### config.mk
export PLATFORM = sky130hd
export DESIGN_NAME = receive_flat
export DESIGN_NICKNAME = d
export VERILOG_FILES = /design/src/rtl/uart_link_pkg.sv /design/src/rtl/receive_if.sv /design/src/rtl/rx_sync.sv /design/src/rtl/receive.sv /design/src/flat_wrapper.sv
export SDC_FILE = /design/constraint.sdc
export NUM_CORES = 1
export LEC_CHECK = 0
export BUFFER_PORTS_ARGS = -buffer_cell sky130_fd_sc_hd__buf_2
export CORE_MARGIN = 2
export CORE_UTILIZATION = 49
export CTS_CLUSTER_SIZE = 30
export DETAILED_ROUTE_END_ITERATION = 16
export PLACE_DENSITY = 0.69
export SETUP_SLACK_MARGIN = 0.05
export SLEW_MARGIN = 20
export SYNTH_ARGS = -nofsm -noshare
export SYNTH_HDL_FRONTEND = slang
export SYNTH_SLANG_ARGS = --single-unit
export TNS_END_PERCENT = 5
### constraint.sdc
create_clock -name clk -period 2.3 [get_ports clk]
set_clock_uncertainty 0.2 [all_clocks]
set_input_delay 0.23 -clock clk [delete_from_list [all_inputs] [get_ports clk]]
set_output_delay 0.23 -clock clk [all_outputs]
set_load 0.02 [all_outputs]
### src/rtl/uart_link_pkg.sv
// uart_link_pkg: FSM states and line constants shared by the UART link receiver and transmitter
package uart_link_pkg;
  typedef enum logic [1:0] {IDLE, DATA, TRAIL, GUARD} rx_state_t;
  localparam int DEFAULT_DATA_BITS = 8;
  localparam logic TRAILER_BIT = 1'b0;
  localparam logic IDLE_LEVEL = 1'b1;
endpackage

### src/rtl/receive_if.sv
// receive_if: serial line, link enable and word handshake between line driver/consumer and receiver
interface receive_if #(parameter int DATA_BITS = uart_link_pkg::DEFAULT_DATA_BITS);
  logic connection_status, rxd, rx_ack, rx_valid, frame_error, overrun;
  logic [DATA_BITS-1:0] rx_word;
  modport master (output connection_status, rxd, rx_ack, input rx_word, rx_valid, frame_error, overrun);
  modport slave (input connection_status, rxd, rx_ack, output rx_word, rx_valid, frame_error, overrun);
endinterface

### src/rtl/rx_sync.sv
// rx_sync: idle-level synchronizer; primed rises once the chain holds only real line samples
module rx_sync import uart_link_pkg::*; #(parameter int SYNC_STAGES = 2) (
  input  logic clk,
  input  logic rst,
  input  logic d,
  output logic q,
  output logic primed
);
  logic [SYNC_STAGES-1:0] ff, fill;
  always_ff @(posedge clk or negedge rst)
    if (!rst) begin
      ff <= {SYNC_STAGES{IDLE_LEVEL}};
      fill <= '0;
    end else begin
      ff <= {ff[SYNC_STAGES-2:0], d};
      fill <= {fill[SYNC_STAGES-2:0], 1'b1};
    end
  assign q = ff[SYNC_STAGES-1];
  assign primed = fill[SYNC_STAGES-1];
endmodule

### src/rtl/receive.sv
// receive: one-bit-per-clock frame receiver with single-word holding register, overrun and framing checks
module receive import uart_link_pkg::*; #(
  parameter int DATA_BITS = DEFAULT_DATA_BITS,
  parameter int SYNC_STAGES = 2
) (
  input logic clk,
  input logic rst,
  receive_if.slave bus
);
  localparam int CW = $clog2(DATA_BITS + 1);
  rx_state_t state;
  logic rxd_s, primed, publish;
  logic [CW-1:0] cnt;
  logic [DATA_BITS-1:0] sh, word;
  logic valid, ferr, ovr;
  rx_sync #(.SYNC_STAGES(SYNC_STAGES)) u_sync (.clk(clk), .rst(rst), .d(bus.rxd), .q(rxd_s), .primed(primed));
  assign publish = state == TRAIL && rxd_s == TRAILER_BIT;
  // GUARD waits for primed so reset-forced idle levels never count as a guard bit
  always_ff @(posedge clk or negedge rst)
    if (!rst) begin
      state <= GUARD;
      cnt <= '0;
      sh <= '0;
      word <= '0;
      valid <= 1'b0;
      ferr <= 1'b0;
      ovr <= 1'b0;
    end else if (!bus.connection_status) begin
      state <= GUARD;
      cnt <= '0;
      sh <= '0;
      ferr <= 1'b0;
    end else begin
      ferr <= state == TRAIL && rxd_s != TRAILER_BIT;
      case (state)
        IDLE: if (rxd_s != IDLE_LEVEL) begin
          state <= DATA;
          cnt <= '0;
        end
        DATA: begin
          sh <= DATA_BITS'({rxd_s, sh} >> 1);
          cnt <= cnt + 1'b1;
          if (cnt == CW'(DATA_BITS - 1)) state <= TRAIL;
        end
        TRAIL: state <= GUARD;
        default: if (primed && rxd_s == IDLE_LEVEL) state <= IDLE;
      endcase
      if (publish && (!valid || bus.rx_ack)) begin
        word <= sh;
        valid <= 1'b1;
      end else if (publish) ovr <= 1'b1;
      else if (valid && bus.rx_ack) begin
        valid <= 1'b0;
        ovr <= 1'b0;
      end
    end
  assign bus.rx_word = word;
  assign bus.rx_valid = valid;
  assign bus.frame_error = ferr;
  assign bus.overrun = ovr;
endmodule
### src/flat_wrapper.sv
// flat-port wrapper written by rule: the top's interface ports become plain ports
module receive_flat import uart_link_pkg::*;
#(
  parameter int DATA_BITS = DEFAULT_DATA_BITS,
  parameter int SYNC_STAGES = 2
)
  (clk, rst, bus_connection_status, bus_rxd, bus_rx_ack, bus_rx_word, bus_rx_valid, bus_frame_error, bus_overrun);
  receive_if #(.DATA_BITS(DATA_BITS)) bus_i ();
  input logic clk;
  input logic rst;
  input wire logic [$bits(bus_i.connection_status)-1:0] bus_connection_status;
  input wire logic [$bits(bus_i.rxd)-1:0] bus_rxd;
  input wire logic [$bits(bus_i.rx_ack)-1:0] bus_rx_ack;
  output wire logic [$bits(bus_i.rx_word)-1:0] bus_rx_word;
  output wire logic [$bits(bus_i.rx_valid)-1:0] bus_rx_valid;
  output wire logic [$bits(bus_i.frame_error)-1:0] bus_frame_error;
  output wire logic [$bits(bus_i.overrun)-1:0] bus_overrun;
  assign bus_i.connection_status = bus_connection_status;
  assign bus_i.rxd = bus_rxd;
  assign bus_i.rx_ack = bus_rx_ack;
  assign bus_rx_word = bus_i.rx_word;
  assign bus_rx_valid = bus_i.rx_valid;
  assign bus_frame_error = bus_i.frame_error;
  assign bus_overrun = bus_i.overrun;
  receive #(.DATA_BITS(DATA_BITS), .SYNC_STAGES(SYNC_STAGES)) u_core (.clk(clk), .rst(rst), .bus(bus_i));
endmodule
### Word-level counts from Yosys, hierarchy flattened

Index checks and enable logic that the tools add are counted.

* input port bits: 5
* output and inout port bits: 11
* word-level logic and storage cells: 51
* register bits: 29

* muxes and demuxes: 15
* add/subtract/negate cells: 1
* equality and inequality tests: 9
* bitwise logic cells: 2
* reduce and logical (&&, ||, !) cells: 15

Operator list (count)
* 8-bit two-way mux: 2
* 3-bit AND reduction: 3
* 2-bit two-way mux: 4
* 4-bit two-way mux: 2
* 4-bit one-hot mux with 2 select lines: 1
* 2-bit one-hot mux with 3 select lines: 1
* 1-bit logical AND: 5
* 1-bit two-way mux: 5
* 5-bit by 1-bit != test with 1-bit output (second input constant): 1
* 4-bit by 1-bit adder with 4-bit output (second input constant): 1
* 4-bit by 3-bit equality test with 1-bit output (second input constant): 1
* 2-bit AND reduction: 2
* 2-bit nonzero test: 2
* 3-bit by 1-bit != test with 1-bit output (second input constant): 1
* 3-bit by 2-bit != test with 1-bit output (second input constant): 1
* 3-bit != test (second input constant): 1
* 2-bit by 1-bit equality test with 1-bit output (second input constant): 1
* 2-bit equality test (second input constant): 1
* 2-bit zero test: 1
* 2-bit by 1-bit != test with 1-bit output (second input constant): 1
* 2-bit != test (second input constant): 1
* 1-bit inverter: 2
* 1-bit zero test: 1
* 1-bit logical OR: 1

### Logic depth before layout (Yosys ltp)

Gate-level depths: netlist (run 1).

* depth in word-level cells: 5
* gate-level depth with buffers: 7
* depth with buffers taken out: 6

### Cells and area by module

From an unflattened synthesis (run 1), not the netlist that was laid out.

* cell total of the unflattened synthesis: 111
* area, all modules: 1302.5 um^2

Modules (own cells, without submodules)
* receive: cells an instance 106, area each 1196.1 um^2, times used 1
* rx_sync: cells an instance 5, area each 106.4 um^2, times used 1

### Worst setup path after synthesis (run 1)

No wires, ideal clock.

* path type: register to register
* start: reg u_core.state[1]
* end: reg u_core.word[0] (netlist: u_core.bus.rx_word[0])
* period minus slack after synthesis: 1.801 ns
* required time: 1.975 ns
* stages on the path, launching flop included: 5
* setup slack: 0.499 ns
* data arrival time: 1.477 ns
* path through: dfstp_2 -> ha_1 -> nand2_1 -> nor3_4 -> mux2_2

* word-level cells in the longest chain between the ends: 4

RTL lines
* start: declaration: RTL line receive.sv:11 `rx_state_t state;`
* start signal: assignment: RTL line receive.sv:21 `state <= GUARD;`
* start signal: assignment: RTL line receive.sv:29 `state <= GUARD;`
* start signal: assignment: RTL line receive.sv:37 `state <= DATA;`
* 2-bit equality test: RTL line receive.sv:17 `assign publish = state == TRAIL && rxd_s == TRAILER_BIT;`
* 1-bit logical AND: RTL line receive.sv:17
* 1-bit logical AND: RTL line receive.sv:48 `if (publish && (!valid || bus.rx_ack)) begin`
* 2-bit AND reduction (no line)
* end signal: assignment: RTL line receive.sv:49 `word <= sh;`
* end: declaration: RTL line receive.sv:14 `logic [DATA_BITS-1:0] sh, word;`

No other way between the ends.
A chain may end at the register's enable or synchronous reset.

### Worst setup path in the final report (run 1)

Same ends and word-level chain as after synthesis.

==> metrics.cfg, run 1 <==
[worst_setup_path]
worst-path-buf-inv = 0
critPathArrivalTime_ns = 1.96
cp.required_ns = 2.30
max_stage_delay_on_crit_path_ns = 0.55
critical-path-slowest-cell = sky130_fd_sc_hd__dfstp_2
critical_path.max_fanout = 9
worst_setup_path_end_kind = flip-flop
critical_path.startpoint_type = flip-flop
cpLargestDelayFamily = flip-flops
timing.critical_path.cells = ha_1 -> nand2_1 -> nor3_4 -> mux2_2
critical_path_class = reg -> reg

[die]
die_area_um2 = 3030
dieHeight_um = 55.1
core_area_um2 = 2480
initial_utilization_pct = 51.6
die_width_um = 55.1
placementRows = 18
boundaryPins = 16

[yosys]
synth_cell_types = 32
synth_edf_count = 0
syn_area_per_cell_um2 = 11.9
postSynthCellCount = 107
synth.top_cells.by_area = sky130_fd_sc_hd__dfrtp_1, sky130_fd_sc_hd__dfstp_2, sky130_fd_sc_hd__mux2_2
top_count_cell_post_synth = sky130_fd_sc_hd__dfrtp_1
yosys_warnings = 0
synth_top_flop_cell = sky130_fd_sc_hd__dfrtp_1
synth-async-reset-ratio_pct = 100
synth_seq_cells = 29
synth_seq_area_share_pct = 57.2
synthDominantCellAreaShare_pct = 49.0
synthTopCellsByCount = sky130_fd_sc_hd__dfrtp_1, sky130_fd_sc_hd__nor2_1, sky130_fd_sc_hd__mux2_2, sky130_fd_sc_hd__mux2i_1
yosysTopAreaCell = sky130_fd_sc_hd__dfrtp_1
syn-cell-area_um2 = 1280
synth_fp_nets = 117

[routing]
total_number_of_vias = 833
drt-vias-per-instance = 5.21
drt-wirelength-per-cell_um = 13.4
drc_errors = 0
first_pass_iters = 4
detail_route.wirelength_um = 2150
antenna_left = 0
drt_iter0_drc = 6

[sta]
max_slew_margin_pct = 57.4
hold_viol = 0
timing.final.ws_setup_ns = 0.341
finalCritPeriodShare_pct = 85.2
tightest_slew_ns = 0.639
setup_violations = 0
tns_ns = 0
final_period_minus_worst_setup_slack_ns = 1.96
rsz_0062_raised_after_global_routing = no
finalMaxSlewViolations = 0
max_freq_mhz = 511

[cts]
cts_max_path_buffers = 2
cts_inserted_buffers = 5
h-tree-depth = 2
tritoncts_clock_tree = done
clock_tree_sinks = 29
clock-root-buffer = sky130_fd_sc_hd__clkbuf_4
cts.clk_slew.worst_paths_ns = 0.08
cts_setup_buffers = 0
worstSkewPairLatency_ns = 0.32

[layout]
layout.nets = 139
flow.area_growth_from_synthesis_pct = 14.6
antennaDiodeCount = 0
drive_gt1_share_pct = 29.2
postLayoutCoreUtil_pct = 59.1
fillerInstances = 212

[pwr]
power.total_mw = 1.31
vdd_ir_drop_max_v = 0.000685
leakagePower_nw = 0.739
powerDensity_nw_per_um2 = 894

[grt]
globalRouteTotalUtil_pct = 17.3
global_route_wire_length_before_repair_um = 3510
grt_pass1_vias = 814
grt_max_degree = 30
number_of_antenna_violations_at_the_first_check_in_global_routing = 0
grt.overflow.total = 0

[place]
buffer_ports.inserted = 15
globalplace.congestion = 0.752
place_worst_setup_slack_ns = 0.347
detailed_place_hpwl_um = 1450

[min_path]
min-delay-path-class = reg -> reg

[run]
cap_violations = 0

[run_status]
outcome = completed

path summary, 6_finish.rpt:
path | startpoint | cells past startpoint | to | slack (ns)
setup / recovery | u_core.state[1]$_DFFE_PN1P_ | 4 | u_core.bus.rx_word[0]$_DFFE_PN0P_ | 0.34
hold / removal | u_core.u_sync.fill[0]$_DFF_PN0_ | 0 | u_core.u_sync.fill[1]$_DFF_PN0_ | 0.15
setup reg to reg | u_core.state[1]$_DFFE_PN1P_ | 4 | u_core.bus.rx_word[0]$_DFFE_PN0P_ | 0.34
hold reg to reg | u_core.u_sync.fill[0]$_DFF_PN0_ | 0 | u_core.u_sync.fill[1]$_DFF_PN0_ | 0.15
max in group asynchronous | rst | 2 | u_core.cnt[1]$_DFFE_PN0P_ | 1.22
min in group asynchronous | rst | 2 | u_core.bus.rx_word[7]$_DFFE_PN0P_ | 0.26
repair_timing:
item                      CTS  global route
hold endpoints to repair   28             0
resized for setup           0             0
hold buffers                4             0
stage by stage:
| step | std cells | hold WS, ns | instance area (um^2) |
|---|---|---|---|
| 2_1_floorplan | 107 | -0.266 | 1280 |
| 3_3_place_gp | 148 | 0.0789 | 1370 |
| 3_5_place_dp | 148 | 0.0910 | 1370 |
| 4_1_cts | 160 | 0.154 | 1460 |
| 5_1_grt | 160 | 0.161 | 1460 |
| 6_report | 160 | 0.152 | 1460 |
state kept, by name, indices dropped and copies added (netlist names):
register	cells
u_core.bus.rx_word	8
u_core.sh	8
u_core.cnt	4
u_core.state	2
u_core.u_sync.ff	2
u_core.u_sync.fill	2
u_core.bus.frame_error	1
u_core.bus.overrun	1
u_core.bus.rx_valid	1
cell usage in the layout, fill, tap and decap left out, types with 2 or more instances in the layout:
cell                            instances
sky130_fd_sc_hd__dfstp_2                4
sky130_fd_sc_hd__dfrtp_1               25
sky130_fd_sc_hd__clkbuf_4               5
sky130_fd_sc_hd__nand4_1                2
sky130_fd_sc_hd__mux2_2                 8
sky130_fd_sc_hd__ha_1                   5
sky130_fd_sc_hd__o22ai_1                2
sky130_fd_sc_hd__o21ai_0                5
sky130_fd_sc_hd__inv_1                  3
sky130_fd_sc_hd__nor2_1                11
sky130_fd_sc_hd__a21oi_1                5
sky130_fd_sc_hd__dlygate4sd3_1          4
sky130_fd_sc_hd__nand3b_1               2
sky130_fd_sc_hd__buf_2                 15
sky130_fd_sc_hd__mux2i_1                8
sky130_fd_sc_hd__nand2_1                5
sky130_fd_sc_hd__clkinv_2               2
sky130_fd_sc_hd__and3_1                 2
logic make-up after synthesis:
| family | synth area share, % |
|---|---|
| flops | 57.2 |
| compound gates | 8.13 |
| fa+ha+maj | 4.90 |
| mux | 13.3 |
| buf+inv | 2.84 |
| simple gates | 13.3 |
| other cells | 0.294 |
cell type report:
class	count	area, um^2	share of cell area [%]
repair buffers	20	123	8.38
clock buffers	6	41.3	2.82
flip-flops and latches	29	731	49.9
multi-input cells	70	510	34.9
inverters	3	11.3	0.769
clock inverters	2	10.0	0.684
well taps	30	37.5	2.56
worst reg2reg max path, stage by stage, from the launching register on:
cell	delay (ns)
sky130_fd_sc_hd__dfstp_2	0.55
sky130_fd_sc_hd__ha_1	0.19
sky130_fd_sc_hd__nand2_1	0.10
sky130_fd_sc_hd__nor3_4	0.41
sky130_fd_sc_hd__mux2_2	0.40
per-layer routing:
metal	part of all wire, %	GRT usage (%)	vias to the layer above
li1	-	-	416
met5	0	0	-
met4	2.4	7.32	0
met2	46	27.4	16
met1	47	20.8	396
met3	4.5	7.26	5
report_power, final:
part / internal (mW) / switching (mW) / leakage, nW / total, mW
sequential: 0.586 / 0.0465 / 0.384 / 0.632
combinational: 0.172 / 0.220 / 0.322 / 0.392
clock: 0.116 / 0.168 / 0.0320 / 0.284
No activity file was read; power rests on OpenSTA's default activity.
==> inputs of run 2 (changes only) <==
--- a/config.mk
+++ b/config.mk
@@ -5,11 +5,12 @@
 export SDC_FILE = /design/constraint.sdc
 export NUM_CORES = 1
 export LEC_CHECK = 0
-export BUFFER_PORTS_ARGS = -buffer_cell sky130_fd_sc_hd__buf_2
+export BUFFER_PORTS_ARGS = -buffer_cell sky130_fd_sc_hd__clkbuf_2
 export CORE_MARGIN = 2
 export CORE_UTILIZATION = 49
 export CTS_CLUSTER_SIZE = 30
 export DETAILED_ROUTE_END_ITERATION = 16
+export GPL_TIMING_DRIVEN = 0
 export PLACE_DENSITY = 0.69
 export SETUP_SLACK_MARGIN = 0.05
 export SLEW_MARGIN = 20
==> run 2 against run 1 <==
Net effect:
- combinational power shrank 1%
- sequential share of layout area down 2.1 points
- global-route usage is 0.65 points lower
- count of clock-buffer cells in the layout is 1 lower
- critical path type unchanged
- register-to-register slack about the same
==> metrics.cfg, run 2 (same netlist as run 1, synthesis figures left out) <==
[worst_setup_path]
critical_path.startpoint_type = flip-flop
worst_setup_path_end_kind = flip-flop
critical-path-slowest-cell = sky130_fd_sc_hd__dfstp_2
timing.rr.end = u_core.bus.rx_word[1]$_DFFE_PN0P_
max_stage_delay_on_crit_path_ns = 0.56
cp.required_ns = 2.31
critPathArrivalTime_ns = 1.98
cpLargestDelayFamily = flip-flops
reg2reg_from = u_core.state[1]$_DFFE_PN1P_
worst-path-buf-inv = 0
critical_path.max_fanout = 9
timing.critical_path.cells = ha_1 -> nand2_1 -> nor3_4 -> mux2_2
critical_path_class = reg -> reg
reg2reg_slack_ns = 0.33
reg2reg_depth = 4

[sta]
timing.final.ws_setup_ns = 0.332
setup_violations = 0
tightest_slew_ns = 0.675
max_slew_margin_pct = 55.0
final_period_minus_worst_setup_slack_ns = 1.97
hold_viol = 0
finalCritPeriodShare_pct = 85.6
max_freq_mhz = 508
finalMaxSlewViolations = 0
rsz_0062_raised_after_global_routing = no
tns_ns = 0

[die]
boundaryPins = 16
placementRows = 18
dieHeight_um = 55.1
die_area_um2 = 3030
core_area_um2 = 2480
initial_utilization_pct = 51.6
die_width_um = 55.1

[routing]
antenna_left = 0
drc_errors = 0
first_pass_iters = 4
drt-vias-per-instance = 5.25
drt_iter0_drc = 6
total_number_of_vias = 856
drt-wirelength-per-cell_um = 13.0
detail_route.wirelength_um = 2120

[layout]
drive_gt1_share_pct = 30.1
final_cell_mix = sky130_fd_sc_hd__dfrtp_1, sky130_fd_sc_hd__clkbuf_2, sky130_fd_sc_hd__nor2_1
flow.area_growth_from_synthesis_pct = 19.6
antennaDiodeCount = 0
layout.nets = 142
commonest_non_fill_non_tap_cell_in_the_layout = sky130_fd_sc_hd__dfrtp_1
fillerInstances = 214
fin_cells = 163

[cts]
cts_inserted_buffers = 5
post_cts_hold_buffer_count = 4
tritoncts_clock_tree = done
cts.clk_slew.worst_paths_ns = 0.09
clock-root-buffer = sky130_fd_sc_hd__clkbuf_4
cts_setup_buffers = 0
cts_max_path_buffers = 2
worstSkewPairLatency_ns = 0.33
post_cts.resized_instances = 0
clock_tree_sinks = 29
h-tree-depth = 2

[min_path]
hold_path_startpoint = u_core.u_sync.fill[0]$_DFF_PN0_
holdPathEnd = u_core.u_sync.fill[1]$_DFF_PN0_
hold_depth = 0
min-delay-path-class = reg -> reg

[grt]
grt.overflow.total = 0
globalRouteTotalUtil_pct = 16.7
global_route_wire_length_before_repair_um = 3400
number_of_antenna_violations_at_the_first_check_in_global_routing = 0
grt_max_degree = 30
grt_pass1_vias = 780

[pwr]
powerDensity_nw_per_um2 = 1000
leakagePower_nw = 0.758
vdd_ir_drop_max_v = 0.000734

[place]
placed_cells = 151
globalplace.congestion = 0.709
buffer_ports.inserted = 14
detailed_place_hpwl_um = 1550
place_worst_setup_slack_ns = 0.316

[run]
cap_violations = 0

[run_status]
outcome = completed

## run 2: cell count changes in the layout (fill, tap and decap cells not counted)
| cell | previous run | this run |
|---|---|---|
| sky130_fd_sc_hd__bufinv_16 | 0 | 2 |
| sky130_fd_sc_hd__clkbuf_1 | 1 | 2 |
| sky130_fd_sc_hd__clkbuf_2 | 0 | 14 |
| sky130_fd_sc_hd__clkinv_2 | 2 | 1 |
| sky130_fd_sc_hd__buf_2 | 15 | 2 |
## run 2: metrics by stage
step | total power [mW] | util, % | hold WS (ns) | instance area (um^2)
finish | 1.53 | 61.7 | 0.161 | 1530
global route | 1.63 | 61.7 | 0.170 | 1530
CTS | 1.56 | 61.7 | 0.168 | 1530
detailed placement | 1.03 | 55.9 | 0.107 | 1390
global placement | 1.01 | 55.9 | 0.105 | 1390
floorplan | 0.927 | - | -0.266 | 1280
## run 2: how the worst max path moves through the flow
stage                                      startpoint                                end  depth (start not counted)
after detailed placement  u_core.state[1]$_DFFE_PN1P_  u_core.bus.rx_word[3]$_DFFE_PN0P_                          4
after global routing      u_core.state[1]$_DFFE_PN1P_  u_core.bus.rx_word[0]$_DFFE_PN0P_                          4
after CTS                 u_core.state[1]$_DFFE_PN1P_  u_core.bus.rx_word[1]$_DFFE_PN0P_                          4
after global placement    u_core.state[1]$_DFFE_PN1P_  u_core.bus.rx_word[0]$_DFFE_PN0P_                          4
after floorplan           u_core.state[1]$_DFFE_PN1P_  u_core.bus.rx_word[0]$_DFFE_PN0P_                          4
final                     u_core.state[1]$_DFFE_PN1P_  u_core.bus.rx_word[1]$_DFFE_PN0P_                          4
## run 2: area by class of cell
class / instances / area (um^2) / share of cell area, %
plain buffers: 5 / 25.0 / 1.64
clock buffers: 5 / 37.5 / 2.46
clock inverters: 3 / 65.1 / 4.26
inverters: 3 / 11.3 / 0.737
multi-input cells: 70 / 510 / 33.4
flip-flops and latches: 29 / 731 / 47.8
well taps: 30 / 37.5 / 2.46
repair buffers: 18 / 110 / 7.21
## run 2: power by group
part	switching, mW	total, mW	internal (mW)
clock network	0.175	0.511	0.336
registers	0.0475	0.633	0.586
logic	0.221	0.388	0.167
total	0.443	1.53	1.09
## run 2: worst register-to-register path: cells and delay by family (launching register included)
kind | cells | cell delay, ns
and+or+nand+nor | 2 | 0.50
adders and majority gates | 1 | 0.20
muxes | 1 | 0.39
DFF | 1 | 0.56
## run 2: layer usage
metal | track usage, % | share of wire [%]
met1 | 19.0 | 45
met2 | 27.8 | 50
met3 | 7.26 | 5.1
met4 | 6.10 | 0
met5 | 0 | 0
